`src/rtl/intc_8051.sv`:
```
// 8051-style interrupt controller: source latching, IE/IP SFRs, two-level priority arbitration,
// vector request handshake to the PC. Optional ack watchdog under `INTC_ACK_TIMEOUT_EN`.
module intc_8051 #(
`ifdef INTC_ACK_TIMEOUT_EN
    parameter int unsigned ACK_TIMEOUT = 15,
`endif
    parameter logic [7:0] ADDR_IE = 8'hA8,
    parameter logic [7:0] ADDR_IP = 8'hB8
) (
    input  logic       clk,
    input  logic       rst,
    input  logic       int0_n,
    input  logic       int1_n,
    input  logic       it0,
    input  logic       it1,
    input  logic       tf0,
    input  logic       tf1,
    input  logic       ri,
    input  logic       ti,
    input  logic [7:0] sfr_addr,
    input  logic [7:0] sfr_wdata,
    input  logic       sfr_we,
    output logic [7:0] sfr_rdata,
    input  logic       int_ack,
    input  logic       reti,
    output logic       int_req,
    output logic [7:0] int_vec,
    output logic       clr_tf0,
    output logic       clr_tf1
`ifdef INTC_ACK_TIMEOUT_EN
    ,
    output logic       ack_err
`endif
);

    typedef enum logic [1:0] {StIdle, StReq, StWaitLow} state_e;

    state_e      state_q, state_d;
    logic [7:0]  ie_q, ie_d;
    logic [4:0]  ip_q, ip_d;
    logic        int0_s1_q, int0_s2_q, int0_dly_q;
    logic        int1_s1_q, int1_s2_q, int1_dly_q;
    logic        ie0_lat_q, ie0_lat_d;
    logic        ie1_lat_q, ie1_lat_d;
    logic        in_hi_q, in_hi_d;
    logic        in_lo_q, in_lo_d;
    logic        lvl_q, lvl_d;
    logic [2:0]  src_q, src_d;
    logic        int_req_q, int_req_d;
    logic [7:0]  int_vec_q, int_vec_d;
    logic        clr_tf0_q, clr_tf0_d;
    logic        clr_tf1_q, clr_tf1_d;
`ifdef INTC_ACK_TIMEOUT_EN
    localparam logic [3:0] TimeoutLast = 4'(ACK_TIMEOUT - 1);
    logic [3:0]  cnt_q, cnt_d;
    logic        ack_err_q, ack_err_d;
`endif

    logic        ie0_fall, ie1_fall;
    logic        acked, clr_ie0, clr_ie1;
    logic [4:0]  src_req, eligible, hi_req, lo_req;
    logic        win_valid, win_hi;
    logic [2:0]  win_idx;

    // Lowest index wins, matching the fixed polling order IE0, TF0, IE1, TF1, SER.
    function automatic logic [2:0] first_idx(input logic [4:0] v);
        logic [2:0] idx;
        idx = 3'd0;
        for (int i = 4; i >= 0; i--) begin
            if (v[i]) idx = 3'(i);
        end
        return idx;
    endfunction

    assign ie0_fall = int0_dly_q & ~int0_s2_q;
    assign ie1_fall = int1_dly_q & ~int1_s2_q;
    assign acked    = (state_q == StReq) && int_ack;
    assign clr_ie0  = acked && (src_q == 3'd0);
    assign clr_ie1  = acked && (src_q == 3'd2);

    always_comb begin
        // A new edge arriving with the vector ack must not be lost, so set beats clear.
        ie0_lat_d = ie0_lat_q;
        if (!it0)          ie0_lat_d = 1'b0;
        else if (ie0_fall) ie0_lat_d = 1'b1;
        else if (clr_ie0)  ie0_lat_d = 1'b0;

        ie1_lat_d = ie1_lat_q;
        if (!it1)          ie1_lat_d = 1'b0;
        else if (ie1_fall) ie1_lat_d = 1'b1;
        else if (clr_ie1)  ie1_lat_d = 1'b0;

        src_req[0] = it0 ? (ie0_lat_q | ie0_fall) : ~int0_s2_q;
        src_req[1] = tf0;
        src_req[2] = it1 ? (ie1_lat_q | ie1_fall) : ~int1_s2_q;
        src_req[3] = tf1;
        src_req[4] = ri | ti;
    end

    always_comb begin
        eligible  = src_req & ie_q[4:0] & {5{ie_q[7]}};
        hi_req    = eligible & ip_q;
        lo_req    = eligible & ~ip_q;
        win_valid = 1'b0;
        win_hi    = 1'b0;
        win_idx   = 3'd0;
        if ((|hi_req) && !in_hi_q) begin
            win_valid = 1'b1;
            win_hi    = 1'b1;
            win_idx   = first_idx(hi_req);
        end else if ((|lo_req) && !in_hi_q && !in_lo_q) begin
            win_valid = 1'b1;
            win_idx   = first_idx(lo_req);
        end
    end

    always_comb begin
        ie_d      = ie_q;
        ip_d      = ip_q;
        state_d   = state_q;
        in_hi_d   = in_hi_q;
        in_lo_d   = in_lo_q;
        lvl_d     = lvl_q;
        src_d     = src_q;
        int_req_d = int_req_q;
        int_vec_d = int_vec_q;
        clr_tf0_d = 1'b0;
        clr_tf1_d = 1'b0;
`ifdef INTC_ACK_TIMEOUT_EN
        cnt_d     = cnt_q;
        ack_err_d = ack_err_q;
`endif

        if (sfr_we && (sfr_addr == ADDR_IE)) ie_d = sfr_wdata;
        if (sfr_we && (sfr_addr == ADDR_IP)) ip_d = sfr_wdata[4:0];

        if (reti) begin
            if (in_hi_q) in_hi_d = 1'b0;
            else         in_lo_d = 1'b0;
        end

        case (state_q)
            StIdle: begin
                if (win_valid) begin
                    int_req_d = 1'b1;
                    int_vec_d = {2'b00, win_idx, 3'b011};
                    src_d     = win_idx;
                    lvl_d     = win_hi;
                    state_d   = StReq;
`ifdef INTC_ACK_TIMEOUT_EN
                    cnt_d     = 4'd0;
`endif
                end
            end
            StReq: begin
                if (int_ack) begin
                    int_req_d = 1'b0;
                    if (lvl_q) in_hi_d = 1'b1;
                    else       in_lo_d = 1'b1;
                    clr_tf0_d = (src_q == 3'd1);
                    clr_tf1_d = (src_q == 3'd3);
                    state_d   = StWaitLow;
                end
`ifdef INTC_ACK_TIMEOUT_EN
                else if (cnt_q == TimeoutLast) begin
                    int_req_d = 1'b0;
                    ack_err_d = 1'b1;
                    state_d   = StIdle;
                end else begin
                    cnt_d = cnt_q + 4'd1;
                end
`endif
            end
            StWaitLow: begin
                if (!int_ack) state_d = StIdle;
            end
            default: state_d = StIdle;
        endcase
    end

    always_ff @(posedge clk) begin
        if (rst) begin
            state_q    <= StIdle;
            ie_q       <= 8'h00;
            ip_q       <= 5'h00;
            int0_s1_q  <= 1'b1;
            int0_s2_q  <= 1'b1;
            int0_dly_q <= 1'b1;
            int1_s1_q  <= 1'b1;
            int1_s2_q  <= 1'b1;
            int1_dly_q <= 1'b1;
            ie0_lat_q  <= 1'b0;
            ie1_lat_q  <= 1'b0;
            in_hi_q    <= 1'b0;
            in_lo_q    <= 1'b0;
            lvl_q      <= 1'b0;
            src_q      <= 3'd0;
            int_req_q  <= 1'b0;
            int_vec_q  <= 8'h00;
            clr_tf0_q  <= 1'b0;
            clr_tf1_q  <= 1'b0;
`ifdef INTC_ACK_TIMEOUT_EN
            cnt_q      <= 4'd0;
            ack_err_q  <= 1'b0;
`endif
        end else begin
            state_q    <= state_d;
            ie_q       <= ie_d;
            ip_q       <= ip_d;
            int0_s1_q  <= int0_n;
            int0_s2_q  <= int0_s1_q;
            int0_dly_q <= int0_s2_q;
            int1_s1_q  <= int1_n;
            int1_s2_q  <= int1_s1_q;
            int1_dly_q <= int1_s2_q;
            ie0_lat_q  <= ie0_lat_d;
            ie1_lat_q  <= ie1_lat_d;
            in_hi_q    <= in_hi_d;
            in_lo_q    <= in_lo_d;
            lvl_q      <= lvl_d;
            src_q      <= src_d;
            int_req_q  <= int_req_d;
            int_vec_q  <= int_vec_d;
            clr_tf0_q  <= clr_tf0_d;
            clr_tf1_q  <= clr_tf1_d;
`ifdef INTC_ACK_TIMEOUT_EN
            cnt_q      <= cnt_d;
            ack_err_q  <= ack_err_d;
`endif
        end
    end

    always_comb begin
        if (sfr_addr == ADDR_IE)      sfr_rdata = ie_q;
        else if (sfr_addr == ADDR_IP) sfr_rdata = {3'b000, ip_q};
        else                          sfr_rdata = 8'h00;
    end

    assign int_req = int_req_q;
    assign int_vec = int_vec_q;
    assign clr_tf0 = clr_tf0_q;
    assign clr_tf1 = clr_tf1_q;
`ifdef INTC_ACK_TIMEOUT_EN
    assign ack_err = ack_err_q;
`endif

endmodule
```
`config.mk`:
```
export PLATFORM = sky130hd
export DESIGN_NAME = intc_8051
export DESIGN_NICKNAME = d
export VERILOG_FILES = /design/src/rtl/intc_8051.sv
export SDC_FILE = /design/constraint.sdc
export NUM_CORES = 1
export LEC_CHECK = 0
export ABC_AREA = 1
export CORE_AREA = 2 2 62 64
export DETAILED_ROUTE_END_ITERATION = 8
export DIE_AREA = 0 0 64 66
export PLACE_DENSITY_LB_ADDON = 0.15
export SYNTH_ARGS = -nofsm -noshare
export SYNTH_HDL_FRONTEND = slang
export SYNTH_SLANG_ARGS = --single-unit
```
`constraint.sdc`:
```
create_clock -name clk -period 1.57 [get_ports clk]
set_input_delay 0.3925 -clock clk [delete_from_list [all_inputs] [get_ports clk]]
set_output_delay 0.3925 -clock clk [all_outputs]
set_load 0.005 [all_outputs]
```
==> flow_metrics.env, run 1 <==
export IMPL_cts_hold_buf=0
export IMPL_hp_class="reg -> reg"
export IMPL_fin_crit_sh_pct=109.2
export IMPL_final_cell_mix="buf_4 (34), inv_1 (28), dfxtp_1 (24)"
export IMPL_p_leak_nw=1.200
export IMPL_max_freq_mhz=583.1
export IMPL_hold_violations=0
export IMPL_slew_headroom_pct=62.92
export IMPL_min_period_ns=1.715
export IMPL_finalHoldWorstSlack_ns=0.4081
export IMPL_die_area_mm2=0.004224
export IMPL_finalSetupViolCount=9
export IMPL_root_buffer="clkbuf_4"
export IMPL_wirelength_um=4552
export IMPL_cts_sinks=33
export IMPL_dp_hpwl_um=2781
export IMPL_tritoncts="yes"
export IMPL_dp_cells=318
export IMPL_path_clk_slew_ns=0.10
export IMPL_crit_path_max_incr_delay_ns=0.29
export IMPL_rsz0062_at_grt="true"
export IMPL_cp_data_arrival_time_ns=1.32
export IMPL_drt_iter0_markers=102
export IMPL_start_util_pct=44.08
export IMPL_crit_required_ns=1.18
export IMPL_drc=0
export IMPL_grt_start_max_net_pins=17
export IMPL_antenna_found_initial=0
export IMPL_ys_ff_latch=33
export IMPL_min_path_cells=1
export IMPL_final_common_cell="buf_4"
export IMPL_die_w_um=64
export IMPL_vias_per_cell=4.954
export IMPL_mappedNetlistArea_mm2=0.001565
export IMPL_insertedDiodeCount=0
export IMPL_vias=1714
export IMPL_nFillCells=263
export IMPL_slowest_stage="nor4_4"
export IMPL_yosys_top_cells_area="dfxtp_1 (42%), inv_1 (7.9%), nand2_1 (7.7%), a21oi_1 (6.7%), nor2_1 (4.6%)"
export IMPL_coreArea_mm2=0.003551
export IMPL_drt_pass1_iter_count=6
export IMPL_crit_family="buffers and inverters"
export IMPL_crit_path_end_kind="output pin"
export IMPL_drv_slew=0
export IMPL_grt_pass1_vias=1575
export IMPL_startpoint_type="primary input"
export IMPL_grt_pass1_wl_um=6886
export IMPL_routedWlPerCell_um=13.16
export IMPL_violations="negative setup slack"
export IMPL_syn_instance_count=213
export IMPL_power_density_mw_per_mm2=573.4
export IMPL_crit_buf_inv=3
export IMPL_cts_buffers_inserted=5
export IMPL_ff2ff_setup_slack_ns=0.04
export IMPL_clock_latency_ns=0.34
export IMPL_ir_worst_vdd_uv=489.4
export IMPL_drive_gt1_share_pct=43.62
export IMPL_yosysWarnings=0
export IMPL_yosys_area_top_type_share_pct=42.21
export IMPL_die_h_um=66
export IMPL_cts_max_level=2
export IMPL_syn_avg_cell_area_um2=7.349
export IMPL_layout_nets=326
export IMPL_path_cells="buf_6 -> nor4_4 -> buf_4 -> nand2_4 -> o22ai_2 -> buf_2"
export IMPL_overflow=0
export IMPL_boundaryPins=48
export IMPL_crit_type="in -> out"
export IMPL_skew_ns=0.01279
export IMPL_synth_area_leader_cell="dfxtp_1"
export IMPL_setup_ws_ns=-0.1451
export IMPL_rr_worst_depth=12
export IMPL_synth_cell_types=27
export IMPL_design_area_mm2=0.002581
export IMPL_hp_start="int1_s1_q"
export IMPL_drtAntennaViolNets=0
export IMPL_dpl_cell_area_mm2=0.002175
export IMPL_crit_fanout=5
export IMPL_max_cap_violations=0
export IMPL_regToRegEndpoint="src_q[0]"
export IMPL_reg2reg_from="ie_q[7]"
export IMPL_syn2layout_area_growth_pct=64.91
export IMPL_portBuffers=44
export IMPL_cts_buffer_depth=2
export IMPL_status="finished, violations left"
export IMPL_tightestPinTransition_ns=0.5541
export IMPL_grt_total_usage_pct=21.05
export IMPL_hold_end="int1_s2_q"
export IMPL_final_cells=346
export IMPL_synth_seq_area_share_pct=42.21
export IMPL_row_count=22
export IMPL_gp_congestion=0.7998
synthesized netlist by cell type:
cell	number
inv_1	33
a21oi_2	2
nand4_1	4
nor4_2	1
clkbuf_1	1
nor2_2	2
a211oi_1	2
buf_4	5
nand2_4	3
inv_2	1
nor2_1	19
conb_1	1
nand3_1	10
o22ai_1	6
o21ai_0	14
nand2_1	32
nand3_2	3
o41ai_1	2
or2_2	4
nor3_1	2
buf_2	1
nor3_2	1
a21oi_1	21
dfxtp_1	33
a21boi_0	1
nand2_2	6
nor4_1	3
routing by layer:
metal / global-route usage, % / share of wire (%) / vias to the layer above
li1: - / - / 859
met1: 25.93 / 42 / 807
met2: 35.29 / 52 / 38
met3: 5.451 / 4.1 / 10
met4: 7.880 / 2.6 / 0
met5: 0 / 0 / -
where the power goes:
group / switching [mW] / internal, mW / total [mW]
logic: 0.0710 / 0.0974 / 0.168
registers: 0.00418 / 0.841 / 0.846
clock network: 0.296 / 0.170 / 0.466
total: 0.371 / 1.11 / 1.48
flip-flops by register name (all words and copies together) (netlist names), 2 cells and up:
register and cells:
ie_q 8, ip_q 5, src_q 3, state_q 2
cell families after synthesis:
group,share of synthesized area [%]
and+or+nand+nor,29.18
buffers and inverters,11.11
DFF,42.21
other,0.2396
AOI/OAI and AO/OA,17.27
how the worst max path moves through the flow:
stage / start / end / slack [ns] / cells after the start
after CTS: sfr_addr[3] / sfr_rdata[1] / -0.13 / 7
after detailed placement: sfr_addr[1] / sfr_rdata[1] / -0.95 / 5
after global routing: sfr_addr[0] / sfr_rdata[1] / -0.20 / 6
after floorplan: sfr_addr[1] / sfr_rdata[0] / 0.05 / 3
after global placement: sfr_addr[1] / sfr_rdata[4] / -0.90 / 5
final: sfr_addr[0] / sfr_rdata[1] / -0.15 / 6
stage by stage:
step | worst slack (ns) | TNS (ns) | total power, mW | utilization [%]
5_1_grt | -0.1996 | -1.698 | 1.543 | 72.69
6_report | -0.1451 | -0.8814 | 1.480 | 72.69
3_3_place_gp | -0.8984 | -14.34 | 1.001 | 61.24
2_1_floorplan | 0.05448 | 0 | 0.9113 | -
4_1_cts | -0.1306 | -0.7922 | 1.467 | 67.09
3_5_place_dp | -0.9538 | -15.37 | 1.004 | 61.24
cell type report:
type                    count  area (um2)  area share, %
clock buffers               6       41.29          1.600
clock inverters             2       10.01         0.3878
inverters                  34       130.1          5.041
multi-input cells         141       953.4          36.94
flip-flops and latches     33       676.9          26.22
well taps                  48       60.06          2.327
repair buffers             82       709.4          27.48
repair_timing:
action / 4_1_cts / 5_1_grt
gates cloned: 0 / 1
gates resized for setup: 98 / 57
buffers inserted: 16 / 4
setup endpoints to repair: 29 / 26
pin swaps: 22 / 30
Power figures use the tool's default switching activity.
==> inputs of run 2 (changes only) <==
--- a/config.mk
+++ b/config.mk
@@ -6,9 +6,10 @@
 export NUM_CORES = 1
 export LEC_CHECK = 0
 export ABC_AREA = 1
-export CORE_AREA = 2 2 62 64
+export CORE_AREA = 5 5 65 67
 export DETAILED_ROUTE_END_ITERATION = 8
-export DIE_AREA = 0 0 64 66
+export DIE_AREA = 0 0 70 72
+export DONT_BUFFER_PORTS = 1
 export PLACE_DENSITY_LB_ADDON = 0.15
 export SYNTH_ARGS = -nofsm -noshare
 export SYNTH_HDL_FRONTEND = slang
==> run 2 against run 1 <==
  * The run now ends clean
  * Die area rose by 19%
  * Core utilization fell by 22 points
  * Cell count fell by 21%
  * Via count fell by 19%
  * Sequential power barely moved
  * Clock skew fell by 0.0010 ns
  * Global-route usage fell by 6.7 points
  * Register-to-register slack improved by 0.04 ns
==> flow_metrics.env, run 2 (synthesis gave the netlist of run 1 again) <==
export IMPL_status="finished, final reports clean"
export IMPL_layout_nets=254
export IMPL_fin_util_pct=50.21
export IMPL_grtUsageMet3_pct=4.986
export IMPL_drt_pass1_iter_count=4
export IMPL_globalRouteMet1Util_pct=15.40
export IMPL_regToRegEndpoint="src_q[2]"
export IMPL_dp_hpwl_um=2708
export IMPL_hp_class="in -> reg"
export IMPL_cp_depth=4
export IMPL_crit_family="simple AND/OR/NAND/NOR gates"
export IMPL_crit_type="in -> out"
export IMPL_syn2layout_area_growth_pct=14.79
export IMPL_finalSetupViolCount=0
export IMPL_p_leak_nw=0.6888
export IMPL_grt_busiest_layer="met2"
export IMPL_grt_start_max_net_pins=17
export IMPL_dpl_cell_area_mm2=0.001639
export IMPL_largest_register="ie_q"
export IMPL_drt_iter0_markers=85
export IMPL_path_clk_slew_ns=0.10
export IMPL_setup_ws_ns=0.01710
export IMPL_dp_cells=263
export IMPL_slowest_stage="nor4_4"
export IMPL_cts_hold_buf=0
export IMPL_crit_path_max_incr_delay_ns=0.32
export IMPL_wirelength_um=3594
export IMPL_cts_sinks=33
export IMPL_crit_required_ns=1.18
export IMPL_hold_violations=0
export IMPL_grt_pass1_vias=1330
export IMPL_min_period_ns=1.553
export IMPL_coreArea_mm2=0.003578
export IMPL_row_count=22
export IMPL_rr_worst_depth=11
export IMPL_drive_gt1_share_pct=24.78
export IMPL_routedWlPerCell_um=13.12
export IMPL_startpoint="sfr_addr[1]"
export IMPL_gp_congestion=0.8112
export IMPL_grtUsageMet2_pct=26.02
export IMPL_final_cells=274
export IMPL_vias_per_cell=5.084
export IMPL_max_cap_violations=0
export IMPL_clock_latency_ns=0.33
export IMPL_finalPower_mw=1.348
export IMPL_crit_fanout=5
export IMPL_boundaryPins=48
export IMPL_overflow=0
export IMPL_skew_ns=0.01175
export IMPL_multi_input_area_um2=815.8
export IMPL_final_cell_mix="inv_1 (33), dfxtp_1 (30), nand2_1 (28)"
export IMPL_drtAntennaViolNets=0
export IMPL_path_cells="nor4_4 -> nand2_1 -> buf_4 -> o22ai_1"
export IMPL_tritoncts="yes"
export IMPL_cp_data_arrival_time_ns=1.16
export IMPL_die_h_um=72
export IMPL_cts_buffer_depth=2
export IMPL_drc=0
export IMPL_cts_max_level=2
export IMPL_power_density_mw_per_mm2=750.5
export IMPL_crit_buf_inv=1
export IMPL_largest_reg_flops=8
export IMPL_final_common_cell="inv_1"
export IMPL_die_w_um=70
export IMPL_crit_path_end_kind="output pin"
export IMPL_reg2reg_from="ie_q[7]"
export IMPL_root_buffer="clkbuf_4"
export IMPL_max_freq_mhz=644.0
export IMPL_drv_slew=0
export IMPL_cts_buffers_inserted=5
export IMPL_rsz0062_at_grt="true"
export IMPL_start_util_pct=43.74
export IMPL_fin_crit_sh_pct=98.91
export IMPL_nFillCells=369
export IMPL_largestRegisters="ie_q x8, ip_q x5, src_q x3"
export IMPL_grt_pass1_wl_um=5733
export IMPL_seq_area_um2=666.9
export IMPL_vias=1393
export IMPL_startpoint_type="primary input"
export IMPL_grt_total_usage_pct=14.33
export IMPL_portBuffers=0
export IMPL_ff2ff_setup_slack_ns=0.08
export IMPL_hp_start="rst"
export IMPL_insertedDiodeCount=0
export IMPL_die_area_mm2=0.005040
export IMPL_design_area_mm2=0.001797
export IMPL_antenna_found_initial=0
export IMPL_post_place_ws_ns=-0.07445
export IMPL_ir_worst_vdd_uv=677.4
export IMPL_setup_worst_path_end="sfr_rdata[1]"
-- run 2: changes by cell type in the layout (fill, tap and decap cells not counted), sizes merged --
| cell | previous run | this run |
|---|---|---|
| clkdlybuf4s50 | 15 | 0 |
| dlymetal6s2s | 6 | 0 |
| dlygate4sd2 | 7 | 0 |
| clkdlybuf4s15 | 1 | 0 |
| buf | 53 | 10 |
-- run 2: per-stage QoR --
stage / hold slack (ns) / TNS [ns]
2_1_floorplan: 0.3895 / 0
3_3_place_gp: 0.3965 / -0.1253
3_5_place_dp: 0.3988 / -0.4148
4_1_cts: 0.1015 / 0
5_1_grt: 0.07200 / -0.1238
6_report: 0.1159 / 0
-- run 2: timing repair --
action                                  in CTS  in global routing
pin swaps                                    1                  6
setup buffers                                2                  1
endpoints found under the setup margin       9                 11
gates resized for setup                      4                 16
-- run 2: worst min-delay path by stage --
stage | to | depth (start not counted)
after global placement | int0_s2_q | 1
after CTS | lvl_q | 1
after floorplan | int0_s2_q | 1
final | int_vec[1] | 1
after detailed placement | int0_s2_q | 1
after global routing | lvl_q | 1
-- run 2: cell type report --
class                           instances  share of cell area [%]
Sequential cell                        33                   37.12
Tap cell                               48                   3.343
Clock inverter                          2                  0.5571
Inverter                               34                   7.103
Timing Repair Buffer                   10                   4.178
Clock buffer                            6                   2.298
Multi-Input combinational cell        141                   45.40
-- run 2: where the power goes --
group / leakage, nW / internal [mW] / switching (mW)
Clock: 0.0320 / 0.170 / 0.278
Combinational: 0.390 / 0.0199 / 0.0333
Sequential: 0.267 / 0.843 / 0.00310
Total: 0.689 / 1.03 / 0.315
-- run 2: per-layer routing --
metal  up-vias  part of all wire (%)  routed length, um
met4         0                   1.5                 53
li1        714                     -                  -
met5         -                     0                  0
met2        33                    51               1827
met1       640                    43               1545
met3         6                   4.6                167
==> inputs of run 3 (changes only) <==
--- a/config.mk
+++ b/config.mk
@@ -5,10 +5,9 @@
 export SDC_FILE = /design/constraint.sdc
 export NUM_CORES = 1
 export LEC_CHECK = 0
-export ABC_AREA = 1
-export CORE_AREA = 5 5 65 67
+export CORE_AREA = 5 5 66 68
 export DETAILED_ROUTE_END_ITERATION = 8
-export DIE_AREA = 0 0 70 72
+export DIE_AREA = 0 0 71 73
 export DONT_BUFFER_PORTS = 1
 export PLACE_DENSITY_LB_ADDON = 0.15
 export SYNTH_ARGS = -nofsm -noshare
==> run 3 against run 2 <==
  * Via count is 4.2% higher
  * Critical path type unchanged
  * The flow now finishes with violations (negative setup slack)
  * Design area up 21%
  * Worst setup slack got worse by 0.18 ns
  * Largest power group unchanged
  * Highest routed layer unchanged
  * Combinational power decreased by 12%
==> flow_metrics.env, run 3 <==
export IMPL_status="finished, violations left"
export IMPL_violations="negative setup slack"
export IMPL_synth_edf_count=0
export IMPL_startpoint="sfr_addr[6]"
export IMPL_dpl_cell_area_mm2=0.001851
export IMPL_skew_ns=0.005202
export IMPL_synth_main_ff_cell="dfxtp_1"
export IMPL_synth_xor_area_share_pct=0.5495
export IMPL_crit_family="simple AND/OR/NAND/NOR gates"
export IMPL_power_density_mw_per_mm2=693.0
export IMPL_rsz0062_at_grt="true"
export IMPL_boundaryPins=48
export IMPL_finalHoldWorstSlack_ns=0.1657
export IMPL_slowest_stage="or4_4"
export IMPL_cts_sinks=33
export IMPL_hold_violations=0
export IMPL_row_count=23
export IMPL_design_area_mm2=0.002175
export IMPL_finalSetupViolCount=13
export IMPL_grtUsageMet2_pct=31.41
export IMPL_cp_data_arrival_time_ns=1.35
export IMPL_reg2reg_from="int0_dly_q"
export IMPL_max_cap_violations=0
export IMPL_root_buffer="clkbuf_8"
export IMPL_fin_tns_setup_ns=-1.529
export IMPL_final_cells=273
export IMPL_die_h_um=73
export IMPL_routedWlPerCell_um=15.98
export IMPL_crit_path_end_kind="output pin"
export IMPL_dp_hpwl_um=3197
export IMPL_die_area_mm2=0.005183
export IMPL_synth_area_leader_cell="dfxtp_1"
export IMPL_synth_common_cells="dfxtp_1 (33), nor2_1 (20), a21oi_1 (14), nand2_1 (14), nand3_1 (11)"
export IMPL_insertedDiodeCount=0
export IMPL_fin_crit_sh_pct=110.7
export IMPL_synth_seq_area_share_pct=41.44
export IMPL_tritoncts="yes"
export IMPL_syn_instance_count=185
export IMPL_syn2layout_area_growth_pct=36.42
export IMPL_final_cell_mix="buf_4 (32), dfxtp_1 (30), nor2_1 (14)"
export IMPL_wirelength_um=4362
export IMPL_cts_buffers_inserted=5
export IMPL_vias_per_cell=5.319
export IMPL_vias=1452
export IMPL_crit_required_ns=1.18
export IMPL_mappedNetlistArea_mm2=0.001594
export IMPL_fin_util_pct=57.25
export IMPL_grt_pass1_vias=1556
export IMPL_layout_nets=251
export IMPL_antenna_found_initial=0
export IMPL_crit_buf_inv=0
export IMPL_nFillCells=351
export IMPL_grt_busiest_layer="met2"
export IMPL_p_leak_nw=0.8130
export IMPL_cp_depth=4
export IMPL_synthMuxAreaShare_pct=6.279
export IMPL_largest_register="ie_q"
export IMPL_drv_slew=0
export IMPL_setup_ws_ns=-0.1675
export IMPL_drtAntennaViolNets=0
export IMPL_synth_cell_types=48
export IMPL_drt_pass1_iter_count=4
export IMPL_crit_fanout=5
export IMPL_regToRegEndpoint="src_q[0]"
export IMPL_portBuffers=0
export IMPL_syn_avg_cell_area_um2=8.616
export IMPL_max_freq_mhz=575.5
export IMPL_clock_latency_ns=0.29
export IMPL_min_period_ns=1.738
export IMPL_die_w_um=71
export IMPL_path_clk_slew_ns=0.06
export IMPL_post_place_ws_ns=-0.2947
export IMPL_yosysMostFrequentCell="dfxtp_1"
export IMPL_rr_worst_depth=6
export IMPL_overflow=0
export IMPL_grt_total_usage_pct=17.70
export IMPL_final_common_cell="buf_4"
export IMPL_synthAdderAreaFrac_pct=0
export IMPL_grtUsageMet3_pct=7.025
export IMPL_cts_buffer_depth=2
export IMPL_synth_compound_area_share_pct=19.94
export IMPL_finalPower_mw=1.507
export IMPL_globalRouteMet1Util_pct=18.86
export IMPL_synth_top_family_by_area="simple AND/OR/NAND/NOR gates"
export IMPL_ff2ff_setup_slack_ns=-0.14
export IMPL_largestRegisters="ie_q x8, ip_q x5, src_q x3"
export IMPL_setup_worst_path_end="sfr_rdata[5]"
export IMPL_gp_congestion=0.8430
export IMPL_hp_class="in -> reg"
export IMPL_dp_cells=254
export IMPL_crit_path_max_incr_delay_ns=0.47
export IMPL_path_cells="nand4b_1 -> or4_4 -> nor2_4 -> and2_4"
export IMPL_crit_type="in -> out"
export IMPL_yosys_top_cells_area="dfxtp_1 (41%), mux2i_1 (6.3%), nor2_1 (4.7%), a21oi_1 (4.4%), nand3_1 (3.5%)"
export IMPL_drc=0
export IMPL_startpoint_type="primary input"
export IMPL_ys_ff_latch=33
export IMPL_drive_gt1_share_pct=38.12
export IMPL_ir_worst_vdd_uv=453.8
export IMPL_cts_max_level=2
export IMPL_cts_hold_buf=0
export IMPL_grt_start_max_net_pins=34
export IMPL_grt_pass1_wl_um=7238
export IMPL_async_reset_ff_share_pct=0
export IMPL_synthSimpleGateAreaFrac_pct=26.06
export IMPL_largest_reg_flops=8
export IMPL_yosys_area_top_type_share_pct=41.44
export IMPL_drt_iter0_markers=58
export IMPL_yosysWarnings=0
export IMPL_coreArea_mm2=0.003799
export IMPL_start_util_pct=41.96
run 3: cell types whose count changed after synthesis, moves of 5 or more:
cell	before	now
mux2i_1	0	10
o22ai_1	6	1
nand2_1	32	14
nand2_2	6	0
clkbuf_1	1	6
inv_1	33	6
a21oi_1	21	14
o21ai_0	14	6
run 3: area by class of cell:
cell class / instances / area [um2] / share of cell area, %
Clock buffer: 6 / 72.57 / 3.337
Clock inverter: 2 / 10.01 / 0.4603
Inverter: 6 / 22.52 / 1.036
Tap cell: 50 / 62.56 / 2.877
Sequential cell: 33 / 666.9 / 30.67
Multi-Input combinational cell: 136 / 1010 / 46.43
Timing Repair Buffer: 40 / 330.3 / 15.19
run 3: cell families (layout without fill, tap and decap cells):
family | Yosys count | count (layout)
muxes | 10 | 10
other | 1 | 3
and+or+nand+nor | 78 | 78
buffers and inverters | 18 | 54
AOI/OAI and AO/OA | 44 | 44
DFF | 33 | 33
xor gates and xnor gates | 1 | 1
run 3: how the worst min path moves through the flow:
stage,from,to,cells past startpoint
6_report,rst,lvl_q,1
5_1_grt,rst,ie_q[7],1
4_1_cts,rst,ie_q[7],1
3_5_place_dp,int1_s1_q,int1_s2_q,1
3_3_place_gp,int0_s1_q,int0_s2_q,1
2_1_floorplan,int0_s1_q,int0_s2_q,1
run 3: timing repair:
action,CTS,global route
setup buffers,6,5
pin swaps,5,9
endpoints found under the setup margin,15,27
gates resized for setup,21,18
run 3: power breakdown:
| group | internal (mW) | leakage [nW] | switching [mW] |
|---|---|---|---|
| registers | 0.843 | 0.267 | 0.00562 |
| clock network | 0.307 | 0.0450 | 0.305 |
| logic | 0.0304 | 0.501 | 0.0162 |
| total | 1.18 | 0.813 | 0.327 |
run 3: layer usage:
layer,vias to the layer above,wire length (um)
li1,727,-
met1,676,1773
met2,38,2221
met3,11,263
met4,0,104
met5,-,0
